### config.mk
export PLATFORM = sky130hd
export DESIGN_NAME = fwd_source_pipe
export DESIGN_NICKNAME = d
export VERILOG_FILES = /design/src/rtl/fwd_source_pipe_pkg.sv /design/src/rtl/fwd_source_pipe_stage_reg.sv /design/src/rtl/fwd_source_pipe.sv
export SDC_FILE = /design/constraint.sdc
export NUM_CORES = 1
export LEC_CHECK = 0
export ABC_AREA = 0
export CORE_AREA = 2 2 119 121
export DETAILED_ROUTE_END_ITERATION = 7
export DIE_AREA = 0 0 121 123
export GPL_TIMING_DRIVEN = 0
export PLACE_DENSITY = 0.91
export SYNTH_ARGS = -nofsm -noshare
export SYNTH_HDL_FRONTEND = slang
export SYNTH_SLANG_ARGS = --single-unit
### constraint.sdc
create_clock -name clk -period 10.4 [get_ports clk]
set_input_delay 2.08 -clock clk [delete_from_list [all_inputs] [get_ports clk]]
set_output_delay 2.08 -clock clk [all_outputs]
set_load 0.02 [all_outputs]
### src/rtl/fwd_source_pipe_pkg.sv
// Shared types for the operand-forwarding producer pipeline.
// XZR doubles as the "nothing to forward" destination tag.
package fwd_source_pipe_pkg;

  localparam logic [4:0] XZR = 5'd31;
  localparam int FWD_W = 64;

  typedef struct packed {
    logic [4:0]       rd;
    logic             we;
    logic             pending;
    logic [FWD_W-1:0] value;
  } fwd_entry_t;

  typedef enum logic [0:0] {
    RUN       = 1'b0,
    LOAD_WAIT = 1'b1
  } ldst_t;

endpackage

### src/rtl/fwd_source_pipe_stage_reg.sv
// One forwarding entry register: advance, bubble-load, or in-place
// value patch when an outstanding load resolves.
module fwd_stage_reg
  import fwd_source_pipe_pkg::*;
#(
  parameter int DATA_W = 64
) (
  input  logic              clk,
  input  logic              reset,
  input  logic              en,
  input  logic              bubble,
  input  logic              patch,
  input  logic [4:0]        in_rd,
  input  logic              in_we,
  input  logic              in_pend,
  input  logic [DATA_W-1:0] in_value,
  input  logic [DATA_W-1:0] patch_value,
  output logic [4:0]        rd,
  output logic              we,
  output logic              pending,
  output logic [DATA_W-1:0] value
);

  always_ff @(posedge clk or posedge reset) begin
    if (reset) begin
      rd      <= XZR;
      we      <= 1'b0;
      pending <= 1'b0;
      value   <= '0;
    end else if (patch) begin
      pending <= 1'b0;
      value   <= patch_value;
    end else if (en) begin
      if (bubble) begin
        rd      <= XZR;
        we      <= 1'b0;
        pending <= 1'b0;
        value   <= '0;
      end else begin
        rd      <= in_rd;
        we      <= in_we;
        pending <= in_pend;
        value   <= in_value;
      end
    end
  end

endmodule

### src/rtl/fwd_source_pipe.sv
// EX/MEM and MEM/WB forwarding source with a load-wait sequencer
// that freezes the front of the pipe until load data returns.
module fwd_source_pipe
  import fwd_source_pipe_pkg::*;
#(
  parameter int DATA_W      = 64,
  parameter int MEM_TIMEOUT = 255
) (
  input  logic              clk,
  input  logic              reset,
  input  logic              ex_valid,
  input  logic              ex_reg_write,
  input  logic              ex_mem_read,
  input  logic [4:0]        ex_rd,
  input  logic [DATA_W-1:0] ex_result,
  input  logic              flush,
  input  logic              mem_ready,
  input  logic [DATA_W-1:0] mem_load_data,
  output logic [4:0]        ExeRegIn,
  output logic [DATA_W-1:0] ExeValueIn,
  output logic [4:0]        MemRegIn,
  output logic [DATA_W-1:0] MemValueIn,
  output logic              hold_pipe,
  output logic              mem_busy,
  output logic              mem_err
);

  localparam int CW = $clog2(MEM_TIMEOUT + 1);

  ldst_t          state;
  logic [CW-1:0]  cnt;
  logic           err_q;
  logic           run;
  logic           wait_st;
  logic           cap;
  logic           timeout;
  logic           a_patch;
  logic [DATA_W-1:0] a_patch_value;

  logic [4:0]        a_rd, b_rd;
  logic              a_we, b_we;
  logic              a_pend, b_pend;
  logic [DATA_W-1:0] a_value, b_value;

  assign run     = (state == RUN);
  assign wait_st = (state == LOAD_WAIT);
  assign cap     = ex_valid && !flush;
  assign timeout = wait_st && !mem_ready
                && (cnt == CW'(MEM_TIMEOUT - 1));
  assign a_patch = wait_st && (mem_ready || timeout);
  assign a_patch_value = mem_ready ? mem_load_data : '0;

  fwd_stage_reg #(.DATA_W(DATA_W)) u_stage_a (
    .clk         (clk),
    .reset       (reset),
    .en          (run),
    .bubble      (!cap),
    .patch       (a_patch),
    .in_rd       (ex_rd),
    .in_we       (ex_reg_write),
    .in_pend     (ex_mem_read),
    .in_value    (ex_result),
    .patch_value (a_patch_value),
    .rd          (a_rd),
    .we          (a_we),
    .pending     (a_pend),
    .value       (a_value)
  );

  fwd_stage_reg #(.DATA_W(DATA_W)) u_stage_b (
    .clk         (clk),
    .reset       (reset),
    .en          (run),
    .bubble      (1'b0),
    .patch       (1'b0),
    .in_rd       (a_rd),
    .in_we       (a_we),
    .in_pend     (a_pend),
    .in_value    (a_value),
    .patch_value ('0),
    .rd          (b_rd),
    .we          (b_we),
    .pending     (b_pend),
    .value       (b_value)
  );

  // mem_ready beats the timeout when both land in the same cycle
  always_ff @(posedge clk or posedge reset) begin
    if (reset) begin
      state <= RUN;
      cnt   <= '0;
      err_q <= 1'b0;
    end else begin
      unique case (1'b1)
        run: begin
          if (cap && ex_mem_read) begin
            state <= LOAD_WAIT;
            cnt   <= '0;
          end
        end
        wait_st: begin
          if (mem_ready) begin
            state <= RUN;
          end else if (timeout) begin
            state <= RUN;
            err_q <= 1'b1;
          end else begin
            cnt <= cnt + 1'b1;
          end
        end
        default: state <= RUN;
      endcase
    end
  end

  assign ExeRegIn   = (a_we && !a_pend) ? a_rd : XZR;
  assign ExeValueIn = a_value;
  assign MemRegIn   = (b_we && !b_pend) ? b_rd : XZR;
  assign MemValueIn = b_value;
  assign hold_pipe  = wait_st && !mem_ready;
  assign mem_busy   = wait_st;
  assign mem_err    = err_q;

endmodule

==> results.md <==
* DRC Markers at 0
* M1 WL at just under 7000 um
* Num ports at 281
* Post-layout nets at 905
* RSZ-0062 raised after global routing: false
* Sum of overflow across all layers after global routing at 0
* Count of cell types in the netlist at 34
* Number of buffers between clock root and the deepest sink at 2
* Count of maximum capacitance violations at 0
* Via count of the first global-routing pass at roughly 5.4k
* Leakage power of the design at 4.66 nW
* Clk root buf: sky130_fd_sc_hd__clkbuf_16
* Post-Synthesis Mean Instance Area at around 13 um2
* Post-synthesis sequential element count at 152
* IR Drop Worst-Case VDD at 0.0960 mV
* Setup violation total in the final timing report at 0
* Required time reported for the critical path endpoint at between 8000 and 9000 ps
* Clock sinks at around 150
* Floorplan row count at 43
* Largest net degree at the start of global routing at 93
* Max Clock Freq at approximately 180 MHz
* Maximum fanout along the worst path at 4
* Setup TNS after final layout at 0 ps
* Count of pins over their slew limit at 0
* Number of DRC markers after the initial detailed-route iteration at 638
* Clock period minus worst slack at 5560 ps
* Synth area leaders: sky130_fd_sc_hd__dfrtp_1 59%, sky130_fd_sc_hd__mux2_2 12%, sky130_fd_sc_hd__a222oi_1 11%
* PostCTS Resize Cnt at 0
* TritonCTS clock tree: done
* Antenna violations before repair at 0
* Data arrival time of the worst path at 3480 ps
* Crit path launch type: input port
* Worst Clk Skew at roughly 7.8 ps
* Placeable core region at between 10000 and 15000 um2
* Quantity of hold-fixing buffers added after cts at 0
* Core utilization of the finished layout at 71.3%
* Fraction of post-synthesis cell area in the top cell type by area at 58.7%
* Register area share after synthesis at around 63%
* Overall fraction of global-route tracks in use at 24.8%
* Run status: finished, final reports clean
* Routed wire length on met3 at 1330 um
* Routed length on met2 at about 9600 um
* Power Dens Cells at 167 nW/um2
* Clock latency at the later pin of the worst-skew pair at approximately 410 ps
* Die Wd at roughly 120 um
* Initial cell density of the core at ~44%
* Weighted congestion at the end of routability-driven global placement at 0.824
* Post CTS Setup Buffer Count at 0
* Cell area after technology mapping at a little over 6000 um2
* Library cell with the largest summed area after synthesis: sky130_fd_sc_hd__dfrtp_1
* Average wire length per cell after detail routing at roughly 19 um
* Transition time at the pin with the least slew margin at roughly 740 ps
* First-pass GRT wire length at ~28000 um
* Total number of H-tree levels at 4
* Worst slew slack as a fraction of its limit at roughly half
* Avg Vias per Cell at 5.49
* Die Ht at 123 um
* Total clock buffers created by CTS at 17
* Clock transition at the registers of the reported paths at roughly 50 ps
* Critical setup path kind: input port to output pin
* Synth-to-Final Area Change at 60.4%
* Antenna Cells at 0
* Number of input and output port buffers inserted at 280
* Overall via count from detail_route at approximately 5.3k
* Nature of the critical path endpoint: output pin
* Fillers at around 900
* Uppermost layer routed: met4
* Synthesized instance count at between 400 and 500
* Die area at between 10000 and 15000 um2
* Routed Antenna Nets at 0
* Yosys warning total at 0
* Period utilization at between 50 and 60%
* Share of final-layout standard cells stronger than drive strength 1 at between 10% and 20%
* Count of final hold-check violations at 0
* Class of the worst hold path: flip-flop to flip-flop
* Count of TritonRoute iterations in the first routing pass at 8
* WL final at ~18000 um
* Synthesized net count at 605
* Placed wire-length estimate at between 10000 and 15000 um
[kinds of logic (layout without fill, tap and decap cells)]
kind of cell / Yosys count / count (layout) / share of synthesized area (%)
flip-flops: 152 / 152 / 63.1
buffers and inverters: 103 / 416 / 6.87
AO/OA/AOI/OAI: 90 / 90 / 13.1
multiplexers: 67 / 67 / 12.4
AND/OR/NAND/NOR: 48 / 48 / 3.93
adder cells (fa/ha/maj): 2 / 2 / 0.413
XOR/XNOR: 1 / 1 / 0.145
[final timing paths]
path	startpoint	end	slack (ps)	cells after the start
min in group asynchronous	reset	u_stage_a.value[7]	2110	2
worst min-delay path	mem_err	mem_err	480	1
worst max-delay path	mem_ready	hold_pipe	4840	3
max in group asynchronous	reset	u_stage_a.rd[3]	7440	3
worst max register to register	mem_busy	u_stage_a.value[49]	8230	6
worst min register to register	mem_err	mem_err	480	1
[critical path: stages]
cell,delay [ps]
sky130_fd_sc_hd__clkdlybuf4s50_1,450
sky130_fd_sc_hd__and2b_1,290
sky130_fd_sc_hd__clkdlybuf4s50_1,670
[stage by stage]
stage	total power [mW]	hold WS, ps	instance area, um2	std cells	worst slack (ps)
after floorplan	0.834	463	6050	463	4240
after global placement	1.01	448	9080	923	2610
after detailed placement	1.02	477	9110	924	4870
after CTS	1.63	486	9700	956	4830
after global routing	1.69	509	9700	956	4780
final	1.62	477	9700	956	4840
[area by class of cell]
cell class              count  area, um2  area share [%]
clock buffers              22        474            4.89
multi-input cells         208       1820            18.7
clock inverters            10        119            1.22
flip-flops and latches    152       3820            39.3
well taps                 180        225            2.32
plain buffers              31        145            1.50
inverters                  72        275            2.84
repair buffers            281       2830            29.2
[cell usage after synthesis]
| cell type | count |
|---|---|
| sky130_fd_sc_hd__clkbuf_1 | 16 |
| sky130_fd_sc_hd__and3_1 | 2 |
| sky130_fd_sc_hd__nor2_1 | 7 |
| sky130_fd_sc_hd__a22o_1 | 2 |
| sky130_fd_sc_hd__o211ai_1 | 1 |
| sky130_fd_sc_hd__nand3_1 | 7 |
| sky130_fd_sc_hd__dfrtp_1 | 142 |
| sky130_fd_sc_hd__a21oi_1 | 7 |
| sky130_fd_sc_hd__nand2b_1 | 5 |
| sky130_fd_sc_hd__mux2i_1 | 1 |
| sky130_fd_sc_hd__mux2_2 | 66 |
| sky130_fd_sc_hd__buf_2 | 11 |
| sky130_fd_sc_hd__or3_1 | 1 |
| sky130_fd_sc_hd__ha_1 | 2 |
| sky130_fd_sc_hd__xor2_1 | 1 |
| sky130_fd_sc_hd__nor3_1 | 1 |
| sky130_fd_sc_hd__or4_1 | 1 |
| sky130_fd_sc_hd__o21a_1 | 1 |
| sky130_fd_sc_hd__o31ai_1 | 1 |
| sky130_fd_sc_hd__buf_1 | 2 |
| sky130_fd_sc_hd__inv_1 | 72 |
| sky130_fd_sc_hd__nand2_1 | 18 |
| sky130_fd_sc_hd__nand4_2 | 1 |
| sky130_fd_sc_hd__nor3b_1 | 1 |
| sky130_fd_sc_hd__o21ai_1 | 1 |
| sky130_fd_sc_hd__a21o_1 | 2 |
| sky130_fd_sc_hd__nor2b_1 | 2 |
| sky130_fd_sc_hd__and2_1 | 1 |
| sky130_fd_sc_hd__a222oi_1 | 64 |
| sky130_fd_sc_hd__and2b_1 | 1 |
| sky130_fd_sc_hd__dfstp_2 | 10 |
| sky130_fd_sc_hd__o21ai_0 | 10 |
| sky130_fd_sc_hd__buf_6 | 2 |
| sky130_fd_sc_hd__a211o_1 | 1 |
[layout by cell type, fill, tap and decap left out, types with 2 or more instances in the layout]
cell | netlist | layout
sky130_fd_sc_hd__a222oi_1 | 64 | 64
sky130_fd_sc_hd__nor2_1 | 7 | 7
sky130_fd_sc_hd__dfstp_2 | 10 | 10
sky130_fd_sc_hd__o21ai_0 | 10 | 10
sky130_fd_sc_hd__clkbuf_16 | 0 | 17
sky130_fd_sc_hd__clkinv_2 | 0 | 2
sky130_fd_sc_hd__inv_6 | 0 | 2
sky130_fd_sc_hd__nand3_1 | 7 | 7
sky130_fd_sc_hd__clkbuf_1 | 16 | 18
sky130_fd_sc_hd__and3_1 | 2 | 2
sky130_fd_sc_hd__buf_6 | 2 | 2
sky130_fd_sc_hd__a22o_1 | 2 | 2
sky130_fd_sc_hd__buf_2 | 11 | 11
sky130_fd_sc_hd__clkinvlp_4 | 0 | 3
sky130_fd_sc_hd__nand2_1 | 18 | 18
sky130_fd_sc_hd__nand2b_1 | 5 | 5
sky130_fd_sc_hd__inv_1 | 72 | 71
sky130_fd_sc_hd__clkdlybuf4s50_1 | 0 | 280
sky130_fd_sc_hd__mux2_2 | 66 | 66
sky130_fd_sc_hd__nor2b_1 | 2 | 2
sky130_fd_sc_hd__ha_1 | 2 | 2
sky130_fd_sc_hd__bufinv_16 | 0 | 2
sky130_fd_sc_hd__a21oi_1 | 7 | 7
sky130_fd_sc_hd__clkinv_4 | 0 | 2
sky130_fd_sc_hd__dfrtp_1 | 142 | 142
sky130_fd_sc_hd__clkbuf_8 | 0 | 3
sky130_fd_sc_hd__a21o_1 | 2 | 2
sky130_fd_sc_hd__buf_1 | 2 | 2
[flip-flops by register name (all words and copies together), names as in the netlist]
name,flops
u_stage_a.pending,1
u_stage_a.we,1
mem_busy,1
u_stage_b.rd,5
u_stage_a.rd,5
u_stage_b.we,1
mem_err,1
u_stage_b.pending,1
cnt,8
u_stage_b.value,64
u_stage_a.value,64
[per-layer routing]
metal	up-vias	track usage (%)
li1	2295	-
met1	2636	29.3
met2	284	43.1
met3	35	6.50
met4	0	10.0
met5	-	0
[power by group]
group / switching [mW] / total, mW / internal [mW]
combinational: 0.157 / 0.329 / 0.173
sequential: 0.0381 / 0.685 / 0.647
clock: 0.235 / 0.608 / 0.373
total: 0.429 / 1.62 / 1.19
(Power assumes the default switching activity.)
